### src/rtl/serial_sub_pkg.sv
// Shared types and sizing helpers for the bit-serial subtractor controller.
// Latency: n/a (types and constant functions only).
// Backpressure: n/a.
package serial_sub_pkg;

    typedef enum logic [1:0] {
        IDLE = 2'd0,
        RUN  = 2'd1,
        DONE = 2'd2
    } state_t;

    // Bit-counter width; never below one bit so WIDTH=2 still gets a counter.
    function automatic int cnt_width(input int w);
        return (w > 2) ? $clog2(w) : 1;
    endfunction

endpackage

### src/rtl/full_subtractor.sv
// One-bit full subtractor cell: d = a - b - bin, built from two half subtractors.
// Latency: combinational.
// Backpressure: none.
module full_subtractor (
    input  logic a,
    input  logic b,
    input  logic bin,
    output logic d,
    output logic bout
);

    logic d1;
    logic b1;
    logic b2;

    half_subtractor u_hs0 (
        .a    (a),
        .b    (b),
        .d    (d1),
        .bout (b1)
    );

    half_subtractor u_hs1 (
        .a    (d1),
        .b    (bin),
        .d    (d),
        .bout (b2)
    );

    // Second stage borrows only when a==b and a borrow came in, so the OR never double counts.
    assign bout = b1 | b2;

endmodule

### src/rtl/half_subtractor.sv
// One-bit half subtractor: d = a - b, bout set when b exceeds a.
// Latency: combinational.
// Backpressure: none.
module half_subtractor (
    input  logic a,
    input  logic b,
    output logic d,
    output logic bout
);

    assign d    = a ^ b;
    assign bout = ~a & b;

endmodule

### src/rtl/serial_subtractor_ctrl.sv
// Bit-serial A-B controller: one shared full_subtractor cell, LSB first, one bit per clock.
// Latency: accept edge -> done after WIDTH further edges; start-to-start spacing WIDTH+2.
// Backpressure: start sampled only in IDLE (busy low); ignored otherwise. SERIAL_SUB_OVF_EN adds overflow port.
module serial_subtractor_ctrl
    import serial_sub_pkg::*;
#(
    parameter int WIDTH = 8
) (
    input  logic             clk,
    input  logic             rst,
    input  logic             start,
    input  logic [WIDTH-1:0] a,
    input  logic [WIDTH-1:0] b,
    output logic             busy,
    output logic             done,
    output logic [WIDTH-1:0] diff,
    output logic             borrow_out
`ifdef SERIAL_SUB_OVF_EN
    ,
    output logic             overflow
`endif
);

    localparam int               CNT_W    = cnt_width(WIDTH);
    localparam logic [CNT_W-1:0] LAST_BIT = CNT_W'(WIDTH - 1);

    state_t           state_q;
    state_t           state_d;
    logic [WIDTH-1:0] a_sh;
    logic [WIDTH-1:0] b_sh;
    logic [WIDTH-2:0] res_sh;
    logic [WIDTH-1:0] res_nxt;
    logic [CNT_W-1:0] cnt_q;
    logic             borrow_q;
    logic             cell_d;
    logic             cell_bout;
    logic             accept;
    logic             last_bit;
`ifdef SERIAL_SUB_OVF_EN
    logic             a_msb_q;
    logic             b_msb_q;
`endif

    full_subtractor u_cell (
        .a    (a_sh[0]),
        .b    (b_sh[0]),
        .bin  (borrow_q),
        .d    (cell_d),
        .bout (cell_bout)
    );

    assign accept   = (state_q == IDLE) && start;
    assign last_bit = (state_q == RUN) && (cnt_q == LAST_BIT);
    // Result bits enter from the MSB side; after WIDTH shifts the LSB lands at bit 0.
    assign res_nxt  = {cell_d, res_sh};

    // State register.
    always_ff @(posedge clk or posedge rst) begin
        if (rst) begin
            state_q <= IDLE;
        end else begin
            state_q <= state_d;
        end
    end

    // Next-state and status outputs.
    always_comb begin
        state_d = state_q;
        busy    = 1'b0;
        done    = 1'b0;
        case (state_q)
            IDLE: begin
                if (start) begin
                    state_d = RUN;
                end
            end
            RUN: begin
                busy = 1'b1;
                if (cnt_q == LAST_BIT) begin
                    state_d = DONE;
                end
            end
            DONE: begin
                busy    = 1'b1;
                done    = 1'b1;
                state_d = IDLE;
            end
            default: begin
                state_d = IDLE;
            end
        endcase
    end

    // Operand shifting, borrow chain, bit counter and result capture.
    always_ff @(posedge clk or posedge rst) begin
        if (rst) begin
            a_sh       <= '0;
            b_sh       <= '0;
            res_sh     <= '0;
            cnt_q      <= '0;
            borrow_q   <= 1'b0;
            diff       <= '0;
            borrow_out <= 1'b0;
`ifdef SERIAL_SUB_OVF_EN
            a_msb_q    <= 1'b0;
            b_msb_q    <= 1'b0;
            overflow   <= 1'b0;
`endif
        end else if (accept) begin
            a_sh     <= a;
            b_sh     <= b;
            res_sh   <= '0;
            cnt_q    <= '0;
            borrow_q <= 1'b0;
`ifdef SERIAL_SUB_OVF_EN
            // Operand MSBs are shifted away during RUN, so keep them for the overflow test.
            a_msb_q  <= a[WIDTH-1];
            b_msb_q  <= b[WIDTH-1];
`endif
        end else if (state_q == RUN) begin
            a_sh     <= a_sh >> 1;
            b_sh     <= b_sh >> 1;
            res_sh   <= res_nxt[WIDTH-1:1];
            borrow_q <= cell_bout;
            if (!last_bit) begin
                cnt_q <= cnt_q + 1'b1;
            end
            // Outputs change only here so partial results never show on diff.
            if (last_bit) begin
                diff       <= res_nxt;
                borrow_out <= cell_bout;
`ifdef SERIAL_SUB_OVF_EN
                overflow   <= (a_msb_q != b_msb_q) && (cell_d != a_msb_q);
`endif
            end
        end
    end

endmodule

### config.mk
export PLATFORM = sky130hd
export DESIGN_NAME = serial_subtractor_ctrl
export DESIGN_NICKNAME = d
export VERILOG_FILES = /design/src/rtl/serial_sub_pkg.sv /design/src/rtl/full_subtractor.sv /design/src/rtl/half_subtractor.sv /design/src/rtl/serial_subtractor_ctrl.sv
export SDC_FILE = /design/constraint.sdc
export NUM_CORES = 1
export LEC_CHECK = 0
export CAP_MARGIN = 20
export CORE_UTILIZATION = 52
export DETAILED_ROUTE_END_ITERATION = 10
export PLACE_DENSITY_LB_ADDON = 0.08
export SLEW_MARGIN = 20
export SYNTH_ARGS = -nofsm -noshare
export SYNTH_HDL_FRONTEND = slang
export SYNTH_SLANG_ARGS = --single-unit
export TNS_END_PERCENT = 20
### constraint.sdc
create_clock -name clk -period 2.1 [get_ports clk]
set_input_delay 0.315 -clock clk [delete_from_list [all_inputs] [get_ports clk]]
set_output_delay 0.315 -clock clk [all_outputs]
set_load 0.05 [all_outputs]
==> impl_metrics.json, run 1 <==
{
  "status": "finished clean",
  "rows": 20,
  "wire_per_inst_microns": 13.41,
  "grtUsageTotal_pct": 19.59,
  "fin_crit_sh_pct": 88.77,
  "gp_congestion": 0.6692,
  "ys_top_cells_by_area": "dfrtp_1 (53%), mux2i_1 (13%), mux2_4 (7.6%)",
  "finalSetupTns_ns": 0,
  "yosysTopAreaCell": "dfrtp_1",
  "worst_clock_skew_ns": 0.004715,
  "power_per_cell_area_mw_per_mm2": 1376,
  "fin_crit_ns": 1.864,
  "core_area_sq_mm": 0.003153,
  "io_pins": 30,
  "grt_pass1_wl_microns": 5099,
  "worstPathArrival_ns": 1.55,
  "drt_iter0_markers": 47,
  "r2r_setup_slack_ns": 0.48,
  "max_freq_mhz": 536.4,
  "worstMarginPinSlew_ns": 0.4916,
  "vias": 1130,
  "syn_area_sq_mm": 0.001783,
  "p_leak_nw": 1.035,
  "synth.avg_cell_area_sq_um": 12.13,
  "synth_cell_type_count": 24,
  "cts_buffer_depth": 2,
  "die_x_microns": 60.56,
  "netlist.area_leader.share_pct": 53.33,
  "critPathMaxStageDelay_ns": 0.52,
  "r2r_cells": 5,
  "diodes": 0,
  "path_cells": "inv_1, ha_1, dlygate4sd2_1",
  "drive_gt1_share_pct": 15.00,
  "drc": 0,
  "crit_required_ns": 1.78,
  "grt_pass1_vias": 1141,
  "cp_slowest_cell": "dlygate4sd2_1",
  "cp-start-kind": "flip-flop",
  "antenna_found_initial": 0,
  "hpwl_microns": 2109,
  "worst-setup-path-type": "flip-flop to output port",
  "firstDrtPassIters": 4,
  "cts-root-buf": "clkbuf_4",
  "rsz0062_at_grt": "no",
  "cp.depth": 3,
  "r2r-end": "diff[0]$_DFFE_PP0P_",
  "vias_per_cell": 5.045,
  "ys_seq_area_share_pct": 53.33,
  "path_clk_slew_ns": 0.11,
  "htree_levels": 2,
  "dp_slack_ns": 0.3511,
  "slew_headroom_pct": 67.12,
  "die_height_microns": 60.56,
  "die_area_sq_mm": 0.003667,
  "cts_tree": "yes",
  "cts_buffers": 5,
  "maxCapViolCount": 0,
  "start_util_pct": 56.55,
  "layout_setup_ws_ns": 0.2358,
  "portBuffers": 29,
  "yosysWarnings": 0,
  "ys_ff_latch": 38,
  "setup_viol_count_final": 0,
  "setup.worst_path.end_class": "output port",
  "antenna_left": 0,
  "power_mw": 2.973,
  "crit_fanout": 3,
  "clock-sinks": 38,
  "rr_startpoint": "state_q[0]$_DFFE_PP0P_",
  "syn_to_final_growth_pct": 21.19,
  "vdd_drop_max_v": 0.0009925,
  "routed_wl_microns": 3003,
  "hold_path.class": "input port to asynchronous set/reset pin",
  "critPathBufInv": 2,
  "syn-num-nets": 173,
  "syn-instance-count": 147,
  "finalMaxSlewViolations": 0,
  "grt-ovfl-total": 0,
  "hold_violations": 0,
  "insertion_delay_ns": 0.35,
  "nets": 205,
  "grt_max_degree": 39,
  "critPathTopFamily": "buffers and inverters",
  "holdBufCountCts": 0
}
## registers in the layout, summed over array words and instances (netlist names)
name	flops
diff	8
cnt_q	3
b_sh	8
borrow_out	1
res_sh	7
borrow_q	1
state_q	2
a_sh	8
## cells in the mapped netlist
cell type  instances
o31ai_1            1
xnor2_1            1
nand2_1           16
and2_4             1
buf_2              3
mux2i_1           23
buf_6              2
inv_1              5
clkbuf_2           1
nand2_2            1
mux2_4             9
and2b_4            1
a211oi_1           1
o21ai_0           17
fa_1               1
o22a_1             1
ha_1               6
nor2_8             1
nor2_1            11
nand2b_1           2
buf_4              2
nor2_2             1
nor2b_1            2
dfrtp_1           38
## power by group
part / leakage, nW / total, mW / switching [mW] / internal (mW)
logic: 0.509 / 1.38 / 0.761 / 0.616
registers: 0.492 / 1.19 / 0.174 / 1.02
clock network: 0.0343 / 0.404 / 0.243 / 0.161
total: 1.04 / 2.97 / 1.18 / 1.80
## repair_timing
action | in CTS | in global routing
gates resized for setup | 1 | 0
endpoints found under the setup margin | 1 | 0
buffers inserted | 0 | 0
hold endpoints to repair | 0 | 0
## cell families (layout without fill, tap and decap cells)
group / after synthesis / after routing / synth area share [%]
compound gates: 20 / 20 / 6.106
xor+xnor: 1 / 1 / 0.4913
fa+ha+maj: 7 / 7 / 5.333
buf+inv: 13 / 46 / 4.280
flops: 38 / 38 / 53.33
mux: 32 / 32 / 20.49
simple gates: 36 / 36 / 9.965
## layout make-up
type | instances | area, sq um
Clock inverter | 2 | 12.51
Multi-Input combinational cell | 96 | 755.7
Inverter | 5 | 18.77
Clock buffer | 6 | 51.30
Timing Repair Buffer | 33 | 316.6
Tap cell | 44 | 55.05
Fill cell | 263 | 992.2
Sequential cell | 38 | 950.9
## tightest hold or removal path, cell delays in order
cell             delay (ns)
clkdlybuf4s50_1        0.39
inv_1                  0.05
buf_4                  0.40
## layer usage
metal  up-vias  track usage, %  routed length, microns
met2        26           32.81                    1469
met5         -               0                       0
met1       543           23.44                    1391
li1        556               -                       -
met4         0           7.792                      45
met3         5           6.397                      97
## worst max-delay path by stage
stage / from / end / slack (ns)
CTS: state_q[0]$_DFFE_PP0P_ / done / 0.21
floorplan: state_q[0]$_DFFE_PP0P_ / diff[0]$_DFFE_PP0P_ / 0.59
finish: state_q[0]$_DFFE_PP0P_ / done / 0.24
global placement: state_q[0]$_DFFE_PP0P_ / done / 0.37
global route: state_q[0]$_DFFE_PP0P_ / done / 0.13
detailed placement: state_q[0]$_DFFE_PP0P_ / done / 0.35
## stage by stage
stage                     hold WS [ns]  area, sq um  util [%]  instances
after floorplan                 0.4318         1783         -        147
after global placement          0.4882         2098     66.55        216
after detailed placement        0.5018         2098     66.55        216
after CTS                       0.3691         2161     68.53        224
after global routing            0.3931         2161     68.53        224
final                           0.3615         2161     68.53        224
## layout by cell type, fill, tap and decap left out
cell / n
dfrtp_1: 38
clkdlybuf4s50_1: 27
mux2i_1: 23
o21ai_0: 17
nand2_1: 16
nor2_1: 11
mux2_4: 9
ha_1: 6
inv_1: 5
clkbuf_4: 5
buf_4: 5
nor2b_1: 2
nand2b_1: 2
and2_4: 1
a211oi_1: 1
and2b_4: 1
nor2_2: 1
nand2_2: 1
nor2_8: 1
xnor2_1: 1
o31ai_1: 1
o22a_1: 1
fa_1: 1
clkbuf_8: 1
clkinv_2: 1
clkinvlp_4: 1
dlygate4sd2_1: 1
Note: power is estimated with default switching activity, not from simulation.
==> inputs of run 2 (changes only) <==
- ABC_CLOCK_PERIOD_IN_PS: unset -> 2100
- CTS_CLUSTER_DIAMETER: unset -> 60
==> results of run 2 <==
No change in the layout: final DEF, timing and power equal those of run 1.
==> inputs of run 3 (changes only) <==
- CTS_CLUSTER_DIAMETER: 60 -> 50
==> results of run 3 <==
No change in the layout: final DEF, timing and power equal those of run 1.
